`src/rtl/seg7_scan_to_bcd.sv`:
```
// Scanned 7-segment bus receiver: follows the one-hot digit strobe, waits for each
// digit's segment pattern to settle, decodes it to BCD and emits one word per frame.
module seg7_scan_to_bcd #(
    parameter int NUM_DIGITS    = 4,
    parameter int STABLE_CYCLES = 4
) (
    input  logic                    clk,
    input  logic                    rst_n,
    input  logic [6:0]              seg_in,
    input  logic [NUM_DIGITS-1:0]   digit_sel,
    output logic [4*NUM_DIGITS-1:0] bcd_out,
    output logic [NUM_DIGITS-1:0]   digit_err,
    output logic                    out_valid,
    input  logic                    out_ready,
    output logic                    overrun,
    output logic                    sync_err
);

    localparam int IDX_W = (NUM_DIGITS > 1) ? $clog2(NUM_DIGITS) : 1;
    localparam int CNT_W = $clog2(STABLE_CYCLES + 1);

    localparam logic [1:0] ST_IDLE   = 2'd0;
    localparam logic [1:0] ST_SETTLE = 2'd1;
    localparam logic [1:0] ST_HOLD   = 2'd2;

    localparam logic [IDX_W-1:0] LAST_IDX = IDX_W'(NUM_DIGITS - 1);
    localparam logic [CNT_W-1:0] CNT_ONE  = CNT_W'(1);
    localparam logic [CNT_W-1:0] CNT_DONE = CNT_W'(STABLE_CYCLES);

    // Returns {error, nibble}; unknown patterns decode to 4'hF with the error bit set.
    function automatic logic [4:0] decode_seg(input logic [6:0] seg);
        logic [4:0] r;
        case (seg)
            7'b1111110: r = 5'h00;
            7'b0110000: r = 5'h01;
            7'b1101101: r = 5'h02;
            7'b1111001: r = 5'h03;
            7'b0110011: r = 5'h04;
            7'b1011011: r = 5'h05;
            7'b1011111: r = 5'h06;
            7'b1110000: r = 5'h07;
            7'b1111111: r = 5'h08;
            7'b1111011: r = 5'h09;
            default:    r = 5'h1F;
        endcase
        return r;
    endfunction

    function automatic logic [NUM_DIGITS-1:0] onehot(input logic [IDX_W-1:0] i);
        logic [NUM_DIGITS-1:0] v;
        v    = '0;
        v[0] = 1'b1;
        return v << i;
    endfunction

    logic [1:0]              state_q, state_d;
    logic [IDX_W-1:0]        idx_q, idx_d;
    logic [CNT_W-1:0]        cnt_q, cnt_d;
    logic [6:0]              last_seg_q, last_seg_d;
    logic [4*NUM_DIGITS-1:0] work_bcd_q, work_bcd_d;
    logic [NUM_DIGITS-1:0]   work_err_q, work_err_d;
    logic                    gap_q, gap_d;
    logic [4*NUM_DIGITS-1:0] bcd_out_q, bcd_out_d;
    logic [NUM_DIGITS-1:0]   digit_err_q, digit_err_d;
    logic                    out_valid_q, out_valid_d;
    logic                    overrun_q, overrun_d;
    logic                    sync_err_q, sync_err_d;

    logic                    frame_done;
    logic [4:0]              dec;
    logic [CNT_W-1:0]        cnt_inc;
    logic [NUM_DIGITS-1:0]   sel_cur, sel_next, sel_first;

    // Scan tracking. gap_q records a blanking gap seen in HOLD, which a
    // single-digit display needs before the same strobe can start a new frame.
    always_comb begin
        state_d    = state_q;
        idx_d      = idx_q;
        cnt_d      = cnt_q;
        last_seg_d = last_seg_q;
        work_bcd_d = work_bcd_q;
        work_err_d = work_err_q;
        gap_d      = gap_q;
        sync_err_d = 1'b0;
        frame_done = 1'b0;
        dec        = decode_seg(seg_in);
        cnt_inc    = cnt_q + CNT_ONE;
        sel_cur    = onehot(idx_q);
        sel_next   = onehot(idx_q + IDX_W'(1));
        sel_first  = onehot('0);

        case (state_q)
            ST_IDLE: begin
                if (digit_sel == sel_first) begin
                    state_d    = ST_SETTLE;
                    idx_d      = '0;
                    cnt_d      = CNT_ONE;
                    last_seg_d = seg_in;
                end
            end
            ST_SETTLE: begin
                if (digit_sel != sel_cur) begin
                    sync_err_d = 1'b1;
                    state_d    = ST_IDLE;
                end else if (seg_in != last_seg_q) begin
                    cnt_d      = CNT_ONE;
                    last_seg_d = seg_in;
                end else if (cnt_inc == CNT_DONE) begin
                    cnt_d                   = cnt_inc;
                    work_bcd_d[4*idx_q +: 4] = dec[3:0];
                    work_err_d[idx_q]       = dec[4];
                    state_d                 = ST_HOLD;
                    gap_d                   = 1'b0;
                    frame_done              = (idx_q == LAST_IDX);
                end else begin
                    cnt_d = cnt_inc;
                end
            end
            ST_HOLD: begin
                if (digit_sel == '0) begin
                    gap_d = 1'b1;
                end else if ((idx_q != LAST_IDX) && (digit_sel == sel_next)) begin
                    state_d    = ST_SETTLE;
                    idx_d      = idx_q + IDX_W'(1);
                    cnt_d      = CNT_ONE;
                    last_seg_d = seg_in;
                end else if ((idx_q == LAST_IDX) && (digit_sel == sel_first) &&
                             ((NUM_DIGITS > 1) || gap_q)) begin
                    state_d    = ST_SETTLE;
                    idx_d      = '0;
                    cnt_d      = CNT_ONE;
                    last_seg_d = seg_in;
                end else if (digit_sel == sel_cur) begin
                    state_d = ST_HOLD;
                end else begin
                    sync_err_d = 1'b1;
                    state_d    = ST_IDLE;
                end
            end
            default: begin
                state_d = ST_IDLE;
            end
        endcase
    end

    // Output word: valid/ready -- the word is offered while out_valid is high and is
    // consumed on any edge where out_valid && out_ready; it never changes while offered.
    always_comb begin
        bcd_out_d   = bcd_out_q;
        digit_err_d = digit_err_q;
        out_valid_d = out_valid_q;
        overrun_d   = overrun_q;
        if (frame_done) begin
            if (!out_valid_q || out_ready) begin
                bcd_out_d   = work_bcd_d;
                digit_err_d = work_err_d;
                out_valid_d = 1'b1;
            end else begin
                overrun_d = 1'b1;
            end
        end else if (out_valid_q && out_ready) begin
            out_valid_d = 1'b0;
        end
    end

    always_ff @(posedge clk or negedge rst_n) begin
        if (!rst_n) begin
            state_q     <= ST_IDLE;
            idx_q       <= '0;
            cnt_q       <= '0;
            last_seg_q  <= '0;
            work_bcd_q  <= '0;
            work_err_q  <= '0;
            gap_q       <= 1'b0;
            bcd_out_q   <= '0;
            digit_err_q <= '0;
            out_valid_q <= 1'b0;
            overrun_q   <= 1'b0;
            sync_err_q  <= 1'b0;
        end else begin
            state_q     <= state_d;
            idx_q       <= idx_d;
            cnt_q       <= cnt_d;
            last_seg_q  <= last_seg_d;
            work_bcd_q  <= work_bcd_d;
            work_err_q  <= work_err_d;
            gap_q       <= gap_d;
            bcd_out_q   <= bcd_out_d;
            digit_err_q <= digit_err_d;
            out_valid_q <= out_valid_d;
            overrun_q   <= overrun_d;
            sync_err_q  <= sync_err_d;
        end
    end

    assign bcd_out   = bcd_out_q;
    assign digit_err = digit_err_q;
    assign out_valid = out_valid_q;
    assign overrun   = overrun_q;
    assign sync_err  = sync_err_q;

endmodule

```
`config.mk`:
```
export PLATFORM = sky130hd
export DESIGN_NAME = seg7_scan_to_bcd
export DESIGN_NICKNAME = d
export VERILOG_FILES = /design/src/rtl/seg7_scan_to_bcd.sv
export SDC_FILE = /design/constraint.sdc
export NUM_CORES = 1
export LEC_CHECK = 0
export ABC_CLOCK_PERIOD_IN_PS = 5700
export BUFFER_PORTS_ARGS = -buffer_cell sky130_fd_sc_hd__buf_2
export CAP_MARGIN = 30
export CORE_ASPECT_RATIO = 0.7
export CORE_UTILIZATION = 25
export CTS_CLUSTER_SIZE = 16
export DETAILED_ROUTE_END_ITERATION = 8
export PLACE_DENSITY = 0.51
export SLEW_MARGIN = 10
export SYNTH_ARGS = -nofsm -noshare
export SYNTH_HDL_FRONTEND = slang
export SYNTH_SLANG_ARGS = --single-unit
```
`constraint.sdc`:
```
create_clock -name clk -period 5.7 [get_ports clk]
set_input_delay 1.14 -clock clk [delete_from_list [all_inputs] [get_ports clk]]
set_output_delay 1.14 -clock clk [all_outputs]
set_load 0.005 [all_outputs]
```
# [Word-level counts from Yosys, hierarchy flattened]
# Cells that the tools add are included.
[word_totals] out_inout_bits=23 register_bits=57 in_bits=14 wordCells=121
[classes] addsub=3 n_lt_le_gt_ge=2 mux=54 shifts=4 eq_ne=28 bitwise_logic=1 reduce_logical=18
[op_table] cell="16-bit two-way mux" n=4
[op_table] cell="7-bit == test, second input constant" n=8
[op_table] cell="5-bit case mux with 10 select lines" n=1
[op_table] cell="7-bit two-way mux" n=6
[op_table] cell="4-bit negator with 34-bit output" n=1
[op_table] cell="4-bit by 34-bit variable shift with 16-bit output, first input constant" n=1
[op_table] cell="4-bit by 34-bit indexed part select with 16-bit output" n=1
[op_table] cell="2-bit two-way mux" n=12
[op_table] cell="7-bit case mux with 3 select lines" n=1
[op_table] cell="3-bit two-way mux" n=6
[op_table] cell="16-bit bitwise mux" n=1
[op_table] cell="4-bit two-way mux" n=4
[op_table] cell="7-bit by 6-bit == test with 1-bit output, second input constant" n=2
[op_table] cell="1-bit two-way mux" n=13
[op_table] cell="2-bit inequality test, second input constant" n=5
[op_table] cell="3-bit inequality test, second input constant" n=3
[op_table] cell="3-bit case mux with 3 select lines" n=1
[op_table] cell="4-bit == test" n=2
[op_table] cell="4-bit AND reduction" n=2
[op_table] cell="1-bit by 2-bit << shifter with 4-bit output, first input constant" n=2
[op_table] cell="7-bit inequality test" n=1
[op_table] cell="2-bit case mux with 3 select lines" n=1
[op_table] cell="2-bit AND reduction" n=3
[op_table] cell="6-bit AND reduction" n=1
[op_table] cell="other kinds (23)" n=28

# [Logic depth before layout (Yosys ltp)]
[logic_depth] ltp_word=9 depth_mapped=10 ltp_nobuf=8

# [Worst setup path after synthesis]
# No wires, ideal clock.
[synth_path] kind="in2reg" start="input seg_in[5]" end="register bcd_out_q[10], in the netlist bcd_out[10]" setup_ps=125 required_time_ps=5575 cell_stages=7 path_slack_ps=2667 path_buffers=2 t_arrival_ps=2908 path_cell_list="buf_6 -> xor2_2 -> nor4_4 -> nand2_2 -> nor4_4 -> buf_8 -> mux2_4"
[synth_between] elab_chain_len=8 word_cells_on_any_way=22 cone_classes="11 x eq/ne; 1 x shift; 9 x mux; 1 x reduce/logical"
[synth_lines] item="start: declaration" line="9" text="input logic [6:0] seg_in,"
[synth_lines] item="7-bit == test or 7-bit by 6-bit == test with 1-bit output (tied branches)" line="33" text="case (seg)"
[synth_lines] item="5-bit case mux with 10 select lines" line="33"
[synth_lines] item="4-bit by 34-bit indexed part select with 16-bit output" line="110" text="work_bcd_d[4*idx_q +: 4] = dec[3:0];"
[synth_lines] item="16-bit bitwise mux" line="110"
[synth_lines] item="16-bit two-way mux" line="108" text="end else if (cnt_inc == CNT_DONE) begin"
[synth_lines] item="16-bit two-way mux" line="105" text="end else if (seg_in != last_seg_q) begin"
[synth_lines] item="16-bit two-way mux" line="102" text="if (digit_sel != sel_cur) begin"
[synth_lines] item="16-bit two-way mux" line="92" text="case (state_q)"
[synth_lines] item="end signal: assignment" line="188" text="bcd_out_q <= bcd_out_d;"
[synth_lines] item="end: declaration" line="63" text="logic [4*NUM_DIGITS-1:0] bcd_out_q, bcd_out_d;"
# Several ways; a longest one is shown, not always the timed one.
# A chain may end at the register's enable or synchronous reset.

# [Final worst setup path]
[layout_path] start="register idx_q[0]" end="register work_err_q[2]"
[layout_between] elab_chain_len=9 word_cells_on_any_way=12 cone_classes="2 x order compare; 1 x eq/ne; 1 x shift; 7 x mux; 1 x reduce/logical"
[layout_lines] item="start: declaration" line="57" text="logic [IDX_W-1:0] idx_q, idx_d;"
[layout_lines] item="start signal: assignment" line="182" text="idx_q <= idx_d;"
[layout_lines] item="2-bit by 3-bit < comparator with 1-bit output (not written as such) or 2-bit by 1-bit greater-or-equal comparator with 1-bit output (tied branches)" line="111" text="work_err_d[idx_q] = dec[4];"
[layout_lines] item="1-bit logical AND (not written as such)" line="111"
[layout_lines] item="1-bit two-way mux (not written as such)" line="111"
[layout_lines] item="1-bit demux with 2-bit select" line="111"
[layout_lines] item="4-bit bitwise mux" line="111"
[layout_lines] item="4-bit two-way mux" line="108"
[layout_lines] item="4-bit two-way mux" line="105"
[layout_lines] item="4-bit two-way mux *" line="102"
[layout_lines] item="4-bit two-way mux *" line="92"
[layout_lines] item="via work_err_d[2]" line="61" text="logic [NUM_DIGITS-1:0] work_err_q, work_err_d;"
[layout_lines] item="end signal: assignment" line="186" text="work_err_q <= work_err_d;"
[layout_lines] item="end: declaration" line="61"
# The timed path passes the listed nets; every way through them passes the cells marked *.

==> results.sh <==
export IMPL_status="finished clean"
export IMPL_wl_per_cell_um=14.0
export IMPL_drc=0
export IMPL_fmax_ghz=0.326
export IMPL_p_seq_frac=0.457
export IMPL_dieWidth_um=135
export IMPL_coreArea_sq_um=11900
export IMPL_drive_above_1_share=0.276
export IMPL_tns_ns=0
export IMPL_synth_seq_cells=56
export IMPL_setup_worst_path_start_class="flip-flop"
export IMPL_cts_path_max_buffers=2
export IMPL_maxSlewHeadroom=0.514
export IMPL_yosysTopAreaCellShare=0.450
export IMPL_post_dp_hpwl_mm=4.92
export IMPL_ctsHoldBuffers=0
export IMPL_finClkSkew_ns=0.00399
export IMPL_async_reset_ff_frac=1.00
export IMPL_yosysMostFrequentCell="dfrtp_1"
export IMPL_root_buffer="clkbuf_16"
export IMPL_synth_nets=313
export IMPL_initial_core_util=0.261
export IMPL_synthTopCellsByArea="dfrtp_1 45%, mux2_4 6.3%, ha_1 5.6%"
export IMPL_slowest_stage="nor3_1"
export IMPL_overflow=0
export IMPL_final_util=0.299
export IMPL_routed_via_density=4.59
export IMPL_antenna_found_initial=0
export IMPL_nets=346
export IMPL_required_ns=5.88
export IMPL_crit_buf_inv=1
export IMPL_num_vias=2184
export IMPL_crit_chain="inv_1 > ha_1 > xor2_1 > nor4_4 > nand2_2 > nor3_1 > nand2_1 > mux2_2"
export IMPL_ir_worst_vdd_mv=0.107
export IMPL_rows=33
export IMPL_setup_violations=0
export IMPL_power_switching_uw=305
export IMPL_drt_iter0_drc=74
export IMPL_period_share=0.538
export IMPL_power_frac_comb=0.238
export IMPL_grt_pass1_wl_mm=11.3
export IMPL_clkPwrFrac=0.305
export IMPL_port_buffers=36
export IMPL_pin_count=37
export IMPL_report_final_slew_viol_count=0
export IMPL_p_leak_nw=1.63
export IMPL_die_h_um=95.4
export IMPL_rsz0062_at_grt="no"
export IMPL_p_int_uw=694
export IMPL_tightest_slew_ns=0.730
export IMPL_place_congestion=0.807
export IMPL_cp_top_family="simple AND/OR/NAND/NOR gates"
export IMPL_synth_cells=285
export IMPL_worstPathArrival_ns=3.25
export IMPL_antenna_left=0
export IMPL_dr_pass1_iters=4
export IMPL_grt_max_degree=57
export IMPL_seq_area_frac_synth=0.450
export IMPL_setup_ws_ns=2.63
export IMPL_critPathMaxStageDelay_ns=0.56
export IMPL_cts_buffers=5
export IMPL_first_global_vias=2168
export IMPL_synth_edf_count=0
export IMPL_min_period_ns=3.07
export IMPL_cts_tree="yes"
export IMPL_total_power_uw=1000
export IMPL_cp_max_fo=8
export IMPL_n_antenna_cell=0
export IMPL_ys_warn_count=0
export IMPL_post_cts_buffers=0
export IMPL_synth_area_sq_um=3110
export IMPL_path_class="flip-flop to flip-flop"
export IMPL_post_cts_resized=0
export IMPL_yosys_most_used_dff="dfrtp_1"
export IMPL_wirelength_mm=6.66
export IMPL_synth_area_per_cell_sq_um=10.9
export IMPL_powerDensity_nw_per_um2=280
export IMPL_cts_sinks=56
export IMPL_grt_usage=0.114
export IMPL_crit_path_end_kind="flip-flop"
export IMPL_design_die_area_sq_um=12900
export IMPL_yosysTopAreaCell="dfrtp_1"
export IMPL_hp_class="flip-flop to flip-flop"
export IMPL_power_switching_share=0.306
export IMPL_pre_cts_slack_ns=2.41
export IMPL_area_growth_pct=14.7
export IMPL_h_tree_depth=2
export IMPL_path_clk_slew_ns=0.07
export IMPL_finalHoldViolCount=0
export IMPL_synth_commonest_cells="56 x dfrtp_1, 29 x nand2_1, 23 x o21ai_0"
export IMPL_drv_cap=0
export IMPL_worst_skew_pair_late_latency_ns=0.29
export IMPL_yosysUniqueCellTypes=52
export IMPL_fill_cells=1240
## through the flow
| stage | hold slack, ns | cells | instance area [sq um] |
|---|---|---|---|
| final | 0.461 | 476 | 3570 |
| after global routing | 0.516 | 476 | 3570 |
| after CTS | 0.466 | 476 | 3570 |
| after detailed placement | 0.449 | 468 | 3430 |
| after global placement | 0.445 | 468 | 3430 |
| after floorplan | 0.432 | 285 | 3110 |
## final timing paths
kind / start / to / slack (ns) / cells after the start
worst max-delay path: idx_q[0] / work_err_q[2] / 2.63 / 8
min in group asynchronous: rst_n / out_valid / 0.98 / 2
max in group asynchronous: rst_n / bcd_out[9] / 4.23 / 2
worst min register to register: work_bcd_q[3] / work_bcd_q[3] / 0.46 / 2
worst max register to register: idx_q[0] / work_err_q[2] / 2.63 / 8
worst min-delay path: work_bcd_q[3] / work_bcd_q[3] / 0.46 / 2
## cell type report
cell class	instances	area [sq um]	area share
Multi-Input combinational cell	209	1600	0.449
Clock inverter	2	16.3	0.00456
Sequential cell	56	1400	0.392
Inverter	8	30.0	0.00841
Clock buffer	6	129	0.0361
Timing Repair Buffer	38	195	0.0547
Tap cell	157	196	0.0550
## worst register-to-register path, delay by kind of cell, from the launching register on
family                   cells  cell delay [ns]
AND/OR/NAND/NOR              4             1.40
multiplexers                 1             0.29
flip-flops                   1             0.50
XOR/XNOR                     1             0.22
buffers and inverters        1             0.20
adder cells (fa/ha/maj)      1             0.33
## routing by layer
metal  GRT usage  vias to the layer above  share of wire
met1       0.179                     1066           0.56
li1            -                     1066              -
met2       0.154                       46           0.38
met4      0.0253                        0         0.0075
met5           0                        -              0
met3      0.0260                        6          0.050
## cell usage in the layout, fill, tap and decap left out, types with 4 or more instances in the layout
master and count:
dfrtp_1 56, a21oi_1 9, nor3_1 7, nand2b_1 4, ha_1 14, inv_1 8
mux2i_1 4, clkbuf_16 5, nand2_1 29, nor2_1 16, mux2_4 13, nand4_1 8
xor2_1 11, nand3_1 6, xnor2_1 4, o21ai_0 23, mux2_2 15, buf_2 36
## cells by family (layout without fill, tap and decap cells)
group,after synthesis,after routing,share of synthesized area
AND/OR/NAND/NOR,100,100,0.189
flip-flops,56,56,0.450
AO/OA/AOI/OAI,45,45,0.0852
multiplexers,34,34,0.137
buffers and inverters,20,54,0.0354
XOR/XNOR,16,16,0.0474
adder cells (fa/ha/maj),14,14,0.0562
## flip-flops by register name, summed over array words and instances, names as in the netlist
signal,flops
out_valid,1
idx_q,2
sync_err,1
digit_err,4
cnt_q,3
work_err_q,3
last_seg_q,7
bcd_out,16
work_bcd_q,16
overrun,1
state_q,2
## power by group through the flow
stage	clock network, mW	logic [mW]	registers (mW)
final	0.305	0.238	0.456
after global routing	0.334	0.265	0.461
after CTS	0.320	0.241	0.456
after detailed placement	0	0.240	0.464
after global placement	0	0.234	0.463
after floorplan	0	0.187	0.460
No activity file was read; power rests on OpenSTA's default activity.
